[src/rtl/timer_pkg.sv]
// Shared types and constants for the countdown-timer control slice.
// Field widths match the timer's packed remaining-time bus {hr, min, sec, ms}.
package timer_pkg;

  localparam int HR_W   = 5;
  localparam int MIN_W  = 6;
  localparam int SEC_W  = 6;
  localparam int MS_W   = 10;
  localparam int TIME_W = 27;

  localparam int SEC_MAX = 59;
  localparam int MIN_MAX = 59;

  typedef enum logic [2:0] {
    IDLE,
    SET_HR,
    SET_MIN,
    SET_SEC,
    ARMED,
    RUN,
    PAUSE,
    ALARM
  } state_e;

  localparam logic [1:0] EDIT_NONE = 2'd0;
  localparam logic [1:0] EDIT_HR   = 2'd1;
  localparam logic [1:0] EDIT_MIN  = 2'd2;
  localparam logic [1:0] EDIT_SEC  = 2'd3;

  // One wrapping step of an edit field in the range 0..max_val.
  function automatic logic [5:0] step_field(input logic [5:0] val,
                                            input logic [5:0] max_val,
                                            input logic       up);
    if (up) return (val >= max_val) ? 6'd0 : val + 6'd1;
    else    return (val == 6'd0) ? max_val : val - 6'd1;
  endfunction

endpackage

[src/rtl/btn_edge.sv]
// Registered rising-edge detector for one debounced button level.
// The first clock after reset only primes the history, so a held button never counts as a press.
module btn_edge (
  input  logic clk,
  input  logic reset,
  input  logic level,
  output logic press
);

  logic prev_q;
  logic primed_q;

  always_ff @(posedge clk or posedge reset) begin
    if (reset) begin
      prev_q   <= 1'b0;
      primed_q <= 1'b0;
      press    <= 1'b0;
    end else begin
      prev_q   <= level;
      primed_q <= 1'b1;
      press    <= level & ~prev_q & primed_q;
    end
  end

endmodule

[src/rtl/timer_ctrl.sv]
// Button-driven sequencer for the countdown timer: preset editing, arm/run/pause,
// expiry detection and a bounded alarm. The FSM state is kept in the 'state' signal.
module timer_ctrl
  import timer_pkg::*;
#(
  parameter int ALARM_CYCLES = 5000,
  parameter int HR_MAX       = 23
) (
  input  logic              clk,
  input  logic              reset,
  input  logic              btn_mode,
  input  logic              btn_up,
  input  logic              btn_down,
  input  logic              btn_start,
  input  logic [TIME_W-1:0] remaining,
  output logic [HR_W-1:0]   preset_hr,
  output logic [MIN_W-1:0]  preset_min,
  output logic [SEC_W-1:0]  preset_sec,
  output logic [MS_W-1:0]   preset_ms,
  output logic              load,
  output logic              run,
  output logic              alarm,
  output logic [1:0]        edit_sel
);

  localparam int CNT_W = $clog2(ALARM_CYCLES + 1);
  localparam logic [CNT_W-1:0] CNT_LAST = CNT_W'(ALARM_CYCLES - 1);
  localparam logic [CNT_W-1:0] CNT_SAT  = CNT_W'(ALARM_CYCLES);

  state_e           state, state_d;
  logic             load_d;
  logic [CNT_W-1:0] alarm_cnt;

  logic p_mode, p_up, p_down, p_start;
  logic sel_start, sel_mode, sel_up, sel_down, any_press;
  logic preset_zero;

  btn_edge u_edge_mode  (.clk(clk), .reset(reset), .level(btn_mode),  .press(p_mode));
  btn_edge u_edge_up    (.clk(clk), .reset(reset), .level(btn_up),    .press(p_up));
  btn_edge u_edge_down  (.clk(clk), .reset(reset), .level(btn_down),  .press(p_down));
  btn_edge u_edge_start (.clk(clk), .reset(reset), .level(btn_start), .press(p_start));

  // Only one press survives per cycle: start > mode > up > down.
  assign sel_start = p_start;
  assign sel_mode  = p_mode & ~p_start;
  assign sel_up    = p_up & ~p_start & ~p_mode;
  assign sel_down  = p_down & ~p_start & ~p_mode & ~p_up;
  assign any_press = p_start | p_mode | p_up | p_down;

  assign preset_zero = (preset_hr == '0) && (preset_min == '0) && (preset_sec == '0);

  always_comb begin
    state_d = state;
    load_d  = 1'b0;
    case (state)
      IDLE:    if (sel_mode) state_d = SET_HR;
      SET_HR:  if (sel_mode) state_d = SET_MIN;
      SET_MIN: if (sel_mode) state_d = SET_SEC;
      SET_SEC: begin
        if (sel_mode) begin
          state_d = ARMED;
          load_d  = 1'b1;
        end
      end
      ARMED: begin
        if (sel_start) begin
          if (!preset_zero) state_d = RUN;
        end else if (sel_mode) begin
          state_d = SET_HR;
        end
      end
      // Expiry outranks a same-cycle start.
      RUN: begin
        if (remaining == '0)  state_d = ALARM;
        else if (sel_start)   state_d = PAUSE;
      end
      PAUSE: begin
        if (sel_start)        state_d = RUN;
        else if (sel_mode)    state_d = SET_HR;
      end
      ALARM:   if (any_press || alarm_cnt >= CNT_LAST) state_d = IDLE;
      default: state_d = IDLE;
    endcase
  end

  always_comb begin
    edit_sel = EDIT_NONE;
    case (state)
      SET_HR:  edit_sel = EDIT_HR;
      SET_MIN: edit_sel = EDIT_MIN;
      SET_SEC: edit_sel = EDIT_SEC;
      default: edit_sel = EDIT_NONE;
    endcase
  end

  assign run       = (state == RUN);
  assign alarm     = (state == ALARM);
  assign preset_ms = '0;

  always_ff @(posedge clk or posedge reset) begin
    if (reset) begin
      state      <= IDLE;
      load       <= 1'b0;
      alarm_cnt  <= '0;
      preset_hr  <= '0;
      preset_min <= '0;
      preset_sec <= '0;
    end else begin
      state <= state_d;
      load  <= load_d;
      // Held at zero outside ALARM, so every ALARM visit starts counting from 0.
      if (state != ALARM)          alarm_cnt <= '0;
      else if (alarm_cnt != CNT_SAT) alarm_cnt <= alarm_cnt + CNT_W'(1);
      if (sel_up || sel_down) begin
        case (state)
          SET_HR:  preset_hr  <= HR_W'(step_field({1'b0, preset_hr}, 6'(HR_MAX), sel_up));
          SET_MIN: preset_min <= step_field(preset_min, 6'(MIN_MAX), sel_up);
          SET_SEC: preset_sec <= step_field(preset_sec, 6'(SEC_MAX), sel_up);
          default: ;
        endcase
      end
    end
  end

endmodule

[config.mk]
export PLATFORM = sky130hd
export DESIGN_NAME = timer_ctrl
export DESIGN_NICKNAME = d
export VERILOG_FILES = /design/src/rtl/timer_pkg.sv /design/src/rtl/btn_edge.sv /design/src/rtl/timer_ctrl.sv
export SDC_FILE = /design/constraint.sdc
export NUM_CORES = 1
export LEC_CHECK = 0
export ABC_CLOCK_PERIOD_IN_PS = 2800
export BUFFER_PORTS_ARGS = -buffer_cell sky130_fd_sc_hd__buf_2
export CAP_MARGIN = 20
export CORE_MARGIN = 1
export CORE_UTILIZATION = 30
export CTS_CLUSTER_SIZE = 16
export DETAILED_ROUTE_END_ITERATION = 10
export SLEW_MARGIN = 5
export SYNTH_ARGS = -nofsm -noshare
export SYNTH_HDL_FRONTEND = slang
export SYNTH_SLANG_ARGS = --single-unit
export TNS_END_PERCENT = 30
[constraint.sdc]
create_clock -name clk -period 2.8 [get_ports clk]
set_input_delay 0.14 -clock clk [delete_from_list [all_inputs] [get_ports clk]]
set_output_delay 0.14 -clock clk [all_outputs]
set_load 0.02 [all_outputs]
==> results.json, run 1 <==
{
  "status": "finished clean",
  "cp_num_buf_inv": 1,
  "cp-start-kind": "flop",
  "core_mm2": 0.00933,
  "tritoncts": "yes",
  "hold_viol": 0,
  "fp-row-count": 35,
  "clock_path_buffers": 2,
  "wl_per_cell_um": 13.0,
  "hold_depth": 1,
  "clock-root-buffer": "clkbuf_8",
  "synthArstFlopShare": 1.00,
  "netlist_instances": 320,
  "diodes": 0,
  "dp_hpwl_um": 4850,
  "path_depth": 7,
  "postCtsResizedCells": 0,
  "drive_above_1_share": 0.226,
  "clk-insertion-delay-late_ns": 0.29,
  "overflow": 0,
  "crit_type": "reg -> reg",
  "crit_family": "simple AND/OR/NAND/NOR gates",
  "synth_fa_ha_area_frac": 0.0472,
  "area_growth_pct": 16.6,
  "ir_drop_mv": 0.345,
  "tightest_slew_ns": 0.867,
  "holdBufCountCts": 5,
  "routed_wl_um": 6590,
  "startpoint": "preset_hr[0]",
  "hold-path-endpoint": "u_edge_down.press",
  "fill_cells": 958,
  "drc": 0,
  "rsz0062_at_grt": "no",
  "synth.distinct_cells": 64,
  "synth_enable_flop_cells": 0,
  "ys_ff_latch": 43,
  "antenna_found_initial": 0,
  "fin_crit_ns": 2.16,
  "grt.total_usage": 0.138,
  "grt_max_degree": 26,
  "io_pins": 65,
  "die_area_mm2": 0.0101,
  "ant_nets": 0,
  "period_share": 0.773,
  "grt_pass1_vias": 2307,
  "final_cell_mix": "54 x buf_2, 43 x dfrtp_1, 28 x nor2_1",
  "worstSetupEndpointType": "flop",
  "p_per_area_mw_per_mm2": 815,
  "yosys.area_share.simple": 0.255,
  "ys_warn_count": 0,
  "synth_compound_area_frac": 0.192,
  "grt_pass1_wl_um": 11400,
  "fin_skew_ns": 0.00693,
  "required_ns": 2.98,
  "initial_core_util": 0.313,
  "die_h_um": 101,
  "vias": 2556,
  "final_common_cell": "buf_2",
  "clock_sinks": 43,
  "hp-start": "u_edge_down.prev_q",
  "slew_violations": 0,
  "rr_startpoint": "preset_hr[0]",
  "setup_viol": 0,
  "worstReg2RegEnd": "state[0]",
  "reg2reg_depth": 7,
  "cp_data_arrival_time_ns": 2.35,
  "slowest_stage": "dfrtp_1",
  "gp_congestion": 0.815,
  "nets": 419,
  "hp-class": "reg -> reg",
  "cts-buffers-inserted": 5,
  "max_freq_ghz": 0.462,
  "muxShareOfSynthArea": 0.0215,
  "viasPerCell": 5.06,
  "cts_max_level": 2,
  "critPathMaxStageDelay_ns": 0.45,
  "dr.pass1.iters": 4,
  "crit_fanout": 7,
  "cts_setup_buffers": 0,
  "leakagePower_nw": 1.49,
  "power_mw": 2.77,
  "slew_headroom": 0.418,
  "rrSetupSlack_ns": 0.64,
  "cts.clk_slew.worst_paths_ns": 0.08,
  "drt_iter0_drc": 147,
  "maxCapViolCount": 0,
  "port_buffers": 54,
  "avgSynthCellArea_um2": 9.11,
  "ys_seq_area_frac": 0.369,
  "crit_path_cell_trace": "inv_1 -> ha_1 -> nor4b_1 -> and4b_1 -> a31oi_2 -> o311ai_2 -> mux2_1",
  "synth_top_family_by_area": "simple AND/OR/NAND/NOR gates",
  "tns_ns": 0,
  "synth_xor_xnor_area_share": 0.0391,
  "ys_dominant_reg_cell": "dfrtp_1",
  "syn_area_mm2": 0.00292,
  "die_w_um": 101
}
## report_power, final
group | switching [mW] | total (mW) | internal, mW | leakage, nW
clock network | 0.226 | 0.400 | 0.174 | 0.0402
registers | 0.317 | 1.08 | 0.760 | 0.556
logic | 0.732 | 1.29 | 0.561 | 0.893
## kinds of logic (layout without fill, tap and decap cells)
family / after synthesis / count (layout)
other: 2 / 11
muxes: 6 / 6
buffers and inverters: 40 / 87
and+or+nand+nor: 123 / 123
xor gates and xnor gates: 13 / 13
DFF: 43 / 43
adders and majority gates: 11 / 11
AOI/OAI and AO/OA: 82 / 82
## synth_stat cells (5+ instances only)
library cell | count | area (um2)
nand2_1 | 19 | 71.3
xnor2_1 | 6 | 52.6
inv_1 | 15 | 56.3
o31ai_1 | 5 | 37.5
nor3_1 | 8 | 40.0
ha_1 | 11 | 138
dfrtp_1 | 43 | 1080
clkbuf_1 | 8 | 30.0
xor2_1 | 7 | 61.3
buf_4 | 10 | 75.1
a21oi_1 | 24 | 120
nor4_1 | 6 | 37.5
nand4_1 | 5 | 31.3
nand3_1 | 16 | 80.1
nor2_1 | 28 | 105
o21ai_0 | 16 | 80.1
## area by class of cell
type | instances | area [um2] | share of cell area
Inverter | 15 | 56.3 | 0.0166
Multi-Input combinational cell | 246 | 1660 | 0.488
Tap cell | 129 | 161 | 0.0475
Timing Repair Buffer | 64 | 358 | 0.105
Sequential cell | 43 | 1080 | 0.317
Clock buffer | 5 | 68.8 | 0.0203
Clock inverter | 3 | 20.0 | 0.00589
## per-stage QoR
stage,hold slack (ns),std cells,area (um2),utilization,setup WS [ns]
after floorplan,0.171,329,2950,-,0.784
after global placement,0.259,492,3260,0.349,0.755
after detailed placement,0.261,492,3260,0.349,0.636
after CTS,0.403,505,3400,0.364,0.617
after global routing,0.414,505,3400,0.364,0.466
final,0.402,505,3400,0.364,0.636
## metal layers
layer | track usage | up-vias | share of wire
li1 | - | 1274 | -
met1 | 0.194 | 1222 | 0.48
met2 | 0.214 | 51 | 0.46
met3 | 0.0312 | 9 | 0.044
met4 | 0.0379 | 0 | 0.014
met5 | 0 | - | 0
## worst max-delay path by stage
stage / endpoint / slack, ns
final: state[0] / 0.64
after global routing: state[0] / 0.47
after CTS: state[0] / 0.62
after detailed placement: state[0] / 0.64
after global placement: state[0] / 0.76
after floorplan: state[0] / 0.78
## sequential cells by signal, summed over array words and instances (netlist names)
register and cells:
state 3, u_edge_start.press 1, u_edge_mode.press 1, u_edge_down.prev_q 1, u_edge_start.primed_q 1, preset_min 6
preset_hr 5, preset_sec 6, u_edge_up.press 1, u_edge_start.prev_q 1, u_edge_up.prev_q 1, u_edge_mode.prev_q 1
u_edge_down.press 1, alarm_cnt 13, load 1
No activity file was read; power rests on OpenSTA's default activity.
==> run 2: changes to the inputs <==
--- a/config.mk
+++ b/config.mk
@@ -5,7 +5,7 @@
 export SDC_FILE = /design/constraint.sdc
 export NUM_CORES = 1
 export LEC_CHECK = 0
-export ABC_CLOCK_PERIOD_IN_PS = 2800
+export ABC_CLOCK_PERIOD_IN_PS = 1880
 export BUFFER_PORTS_ARGS = -buffer_cell sky130_fd_sc_hd__buf_2
 export CAP_MARGIN = 20
 export CORE_MARGIN = 1
==> constraint.sdc (replaced) <==
create_clock -name clk -period 1.88 [get_ports clk]
set_input_delay 0.094 -clock clk [delete_from_list [all_inputs] [get_ports clk]]
set_output_delay 0.094 -clock clk [all_outputs]
set_load 0.02 [all_outputs]
==> results.json, run 2 (synthesized netlist as in run 1, its figures left out) <==
{
  "grt_pass1_vias": 2659,
  "ir_drop_mv": 0.449,
  "overflow": 0,
  "hp-start": "u_edge_down.prev_q",
  "fin_crit_ns": 1.83,
  "hold_ws_ns": 0.395,
  "cts.clk_slew.worst_paths_ns": 0.09,
  "ant_nets": 0,
  "grt_pass1_wl_um": 12200,
  "grt.total_usage": 0.149,
  "fin_skew_ns": 0.00475,
  "hold-path-endpoint": "u_edge_down.press",
  "reg2reg_depth": 5,
  "tns_ns": 0,
  "die_h_um": 101,
  "crit_fanout": 5,
  "nets": 468,
  "largest_reg_flops": 13,
  "setup_slack_ns": 0.0466,
  "port_buffers": 54,
  "clock_sinks": 43,
  "tritoncts": "yes",
  "regMostFlops": "alarm_cnt",
  "gp_congestion": 0.872,
  "stdcell_area_mm2": 0.00389,
  "tightest_slew_ns": 0.559,
  "wl_per_cell_um": 13.4,
  "final_common_cell": "buf_2",
  "hp-class": "reg -> reg",
  "drive_above_1_share": 0.351,
  "antenna_found_initial": 0,
  "worstReg2RegEnd": "preset_sec[3]",
  "io_pins": 65,
  "status": "finished clean",
  "max_freq_ghz": 0.545,
  "die_area_mm2": 0.0101,
  "diodes": 0,
  "cp_data_arrival_time_ns": 2.02,
  "maxCapViolCount": 0,
  "cts_max_level": 2,
  "dp_hpwl_um": 5340,
  "cts-buffers-inserted": 5,
  "clock-root-buffer": "clkbuf_8",
  "leakagePower_nw": 1.78,
  "rrSetupSlack_ns": 0.05,
  "cp-start-kind": "flop",
  "worstSetupEndpointType": "flop",
  "drt_iter0_drc": 160,
  "crit_type": "reg -> reg",
  "rsz0062_at_grt": "yes",
  "grt_max_degree": 44,
  "period_share": 0.975,
  "initial_core_util": 0.313,
  "dp_slack_ns": -0.0100,
  "viasPerCell": 5.06,
  "dr.pass1.iters": 4,
  "slew_violations": 0,
  "hold_depth": 1,
  "p_per_area_mw_per_mm2": 1270,
  "hold_viol": 0,
  "routed_wl_um": 7400,
  "clk-insertion-delay-late_ns": 0.30,
  "placed_area_mm2": 0.00358,
  "clock_path_buffers": 2,
  "area_growth_pct": 33.4,
  "setup_viol": 0,
  "reg_top3": "alarm_cnt (13), preset_min (6), preset_sec (6)",
  "die_w_um": 101,
  "vias": 2801,
  "drc": 0,
  "core_mm2": 0.00933,
  "slew_headroom": 0.627,
  "fp-row-count": 35,
  "rr_startpoint": "u_edge_start.press",
  "final_cell_mix": "55 x buf_2, 52 x buf_4, 40 x dfrtp_1",
  "required_ns": 2.06
}
## run 2: what timing repair did
action                                 in CTS  in global routing
setup buffers                               0                  7
gates cloned                                0                  1
hold buffers                                5                  0
resized for setup                           2                 18
setup endpoints to repair                   2                 10
pin swaps                                   1                  7
endpoints found under the hold margin      47                  0
## run 2: where the power goes
group	switching (mW)	leakage (nW)	internal [mW]	total, mW
clock network	0.346	0.0587	0.403	0.749
logic	1.55	1.16	1.30	2.85
registers	0.206	0.552	1.14	1.35
total	2.10	1.78	2.84	4.94
## run 2: worst max-delay path, stage by stage (launching register included)
cell and delay [ns]:
dfrtp_2 0.46, nor3b_4 0.29, mux2_4 0.33, a221o_2 0.34
o31ai_1 0.21, o21ai_1 0.09
## run 2: worst max-delay path by stage
stage                             startpoint             to  cells after the start
final                     u_edge_start.press  preset_sec[3]                      5
after global routing            preset_hr[1]   preset_hr[2]                      7
after global placement    u_edge_start.press  preset_min[3]                      6
after detailed placement  u_edge_start.press  preset_min[3]                      6
after CTS                       preset_hr[0]       state[0]                      7
after floorplan                preset_sec[3]       state[0]                      6
## run 2: area by class of cell
type / instances / area [um2]
repair buffers: 113 / 727
flip-flops and latches: 43 / 1080
inverters: 15 / 56.3
multi-input cells: 246 / 1750
fillers: 936 / 5440
well taps: 129 / 161
clock buffers: 5 / 68.8
clock inverters: 3 / 47.5
## run 2: per-layer routing
layer | track usage | vias up | share of wire
met4 | 0.0491 | 0 | 0.0096
met2 | 0.257 | 59 | 0.49
li1 | - | 1364 | -
met1 | 0.185 | 1367 | 0.46
met5 | 0 | - | 0
met3 | 0.0312 | 11 | 0.037
## run 2: per-stage QoR
step,power [mW],instances,utilization
6_report,4.94,554,0.417
5_1_grt,5.30,554,0.417
4_1_cts,4.75,546,0.402
3_5_place_dp,3.98,533,0.384
3_3_place_gp,3.93,533,0.384
2_1_floorplan,3.08,329,-
==> run 3: changes to the inputs <==
--- a/config.mk
+++ b/config.mk
@@ -12,6 +12,7 @@
 export CORE_UTILIZATION = 30
 export CTS_CLUSTER_SIZE = 16
 export DETAILED_ROUTE_END_ITERATION = 10
+export REMOVE_ABC_BUFFERS = 1
 export SLEW_MARGIN = 5
 export SYNTH_ARGS = -nofsm -noshare
 export SYNTH_HDL_FRONTEND = slang
==> results.json, run 3 (synthesized netlist as in run 1, its figures left out) <==
{
  "ant_nets": 0,
  "grt_pass1_vias": 2692,
  "grt_max_degree": 44,
  "fp-row-count": 35,
  "fin_crit_ns": 1.82,
  "clk-insertion-delay-late_ns": 0.30,
  "die_h_um": 101,
  "maxCapViolCount": 0,
  "cp-start-kind": "flop",
  "viasPerCell": 4.95,
  "ir_drop_mv": 0.602,
  "die_area_mm2": 0.0101,
  "overflow": 0,
  "leakagePower_nw": 1.78,
  "wl_per_cell_um": 13.2,
  "fin_util": 0.419,
  "fin_skew_ns": 0.0127,
  "dr.pass1.iters": 4,
  "p_per_area_mw_per_mm2": 1260,
  "period_share": 0.966,
  "diodes": 0,
  "port_buffers": 54,
  "cp_data_arrival_time_ns": 2.00,
  "largest_reg_flops": 13,
  "drive_above_1_share": 0.345,
  "clock_sinks": 43,
  "tritoncts": "yes",
  "hold_ws_ns": 0.400,
  "final_cell_mix": "56 x buf_4, 54 x buf_2, 41 x dfrtp_1",
  "hp-class": "reg -> reg",
  "dp_hpwl_um": 5520,
  "reg2reg_depth": 3,
  "core_mm2": 0.00933,
  "die_w_um": 101,
  "reg_top3": "alarm_cnt (13), preset_min (6), preset_sec (6)",
  "stdcell_area_mm2": 0.00391,
  "vias": 2761,
  "grt.total_usage": 0.152,
  "hold_viol": 0,
  "clock-root-buffer": "clkbuf_8",
  "antenna_found_initial": 0,
  "drc": 0,
  "io_pins": 65,
  "fill_cells": 921,
  "cts_max_level": 2,
  "intPower_mw": 2.83,
  "final_common_cell": "buf_4",
  "nets": 472,
  "clock_path_buffers": 2,
  "initial_core_util": 0.313,
  "cts-buffers-inserted": 5,
  "slew_headroom": 0.627,
  "max_freq_ghz": 0.550,
  "power_mw": 4.93,
  "switching_power_mw": 2.10,
  "hold_depth": 1,
  "regMostFlops": "alarm_cnt",
  "placed_area_mm2": 0.00365,
  "p_seq_frac": 0.277,
  "routed_wl_um": 7370,
  "crit_fanout": 6,
  "cts.clk_slew.worst_paths_ns": 0.08,
  "grt_pass1_wl_um": 12500,
  "worstSetupEndpointType": "flop",
  "required_ns": 2.07,
  "switching_share": 0.425,
  "comb_power_share": 0.590,
  "rsz0062_at_grt": "no",
  "gp_congestion": 0.876,
  "status": "finished clean",
  "drt_iter0_drc": 136,
  "crit_type": "reg -> reg",
  "slew_violations": 0,
  "tightest_slew_ns": 0.560,
  "setup_viol": 0,
  "pwr-share-clk": 0.134,
  "area_growth_pct": 33.9
}
run 3: cell count changes in the layout (fill, tap and decap cells not counted), sizes merged:
| cell | before | now |
|---|---|---|
| bufinv | 1 | 0 |
| clkbuf | 5 | 8 |
| buf | 108 | 112 |
| inv | 16 | 14 |
run 3: layer usage:
metal | part of all wire | track usage | vias up | wire length, um
met1 | 0.45 | 0.194 | 1321 | 3350
li1 | - | - | 1368 | -
met2 | 0.49 | 0.263 | 62 | 3650
met4 | 0.012 | 0.0412 | 0 | 87
met3 | 0.039 | 0.0298 | 10 | 287
met5 | 0 | 0 | - | 0
run 3: metrics by stage:
step / instances / TNS (ns) / setup WS (ns)
final: 558 / 0 / 0.0631
after floorplan: 304 / -1.69 / -0.605
after global routing: 558 / 0 / 0.000115
after global placement: 543 / -0.00761 / -0.00761
after detailed placement: 543 / -0.129 / -0.0664
after CTS: 555 / 0 / 0.00363
run 3: repair_timing:
action                     4_1_cts  5_1_grt
resized for setup                5       16
pin swaps                        5        8
buffers inserted                 0        3
hold buffers                     5        0
setup endpoints to repair        4        7
hold endpoints to repair        47        0
run 3: worst paths after layout:
kind	from	to	slack, ns
worst max-delay path	u_edge_start.press	preset_min[5]	0.06
worst min-delay path	u_edge_down.prev_q	u_edge_down.press	0.40
worst max register to register	u_edge_start.press	preset_min[5]	0.06
worst min register to register	u_edge_down.prev_q	u_edge_down.press	0.40
max in group asynchronous	reset	u_edge_mode.press	1.00
min in group asynchronous	reset	preset_sec[1]	0.47
run 3: final cells by class:
cell class	instances	area [um2]	share of cell area
clock buffers	8	100	0.0256
repair buffers	117	772	0.198
flip-flops and latches	43	1080	0.276
multi-input cells	246	1740	0.445
inverters	15	56.3	0.0144
well taps	129	161	0.0413
run 3: worst max-delay path, cell delays in order (launching register included):
cell,delay [ns]
dfrtp_2,0.45
or2_4,0.28
or4_1,0.59
o32a_1,0.39
run 3: power groups by stage:
stage | Clock, mW | Sequential, mW | Combinational (mW)
floorplan | 0 | 1.71 | 1.23
global placement | 0 | 1.36 | 2.69
detailed placement | 0 | 1.37 | 2.73
CTS | 0.680 | 1.36 | 2.76
global route | 0.714 | 1.39 | 3.18
finish | 0.660 | 1.36 | 2.91
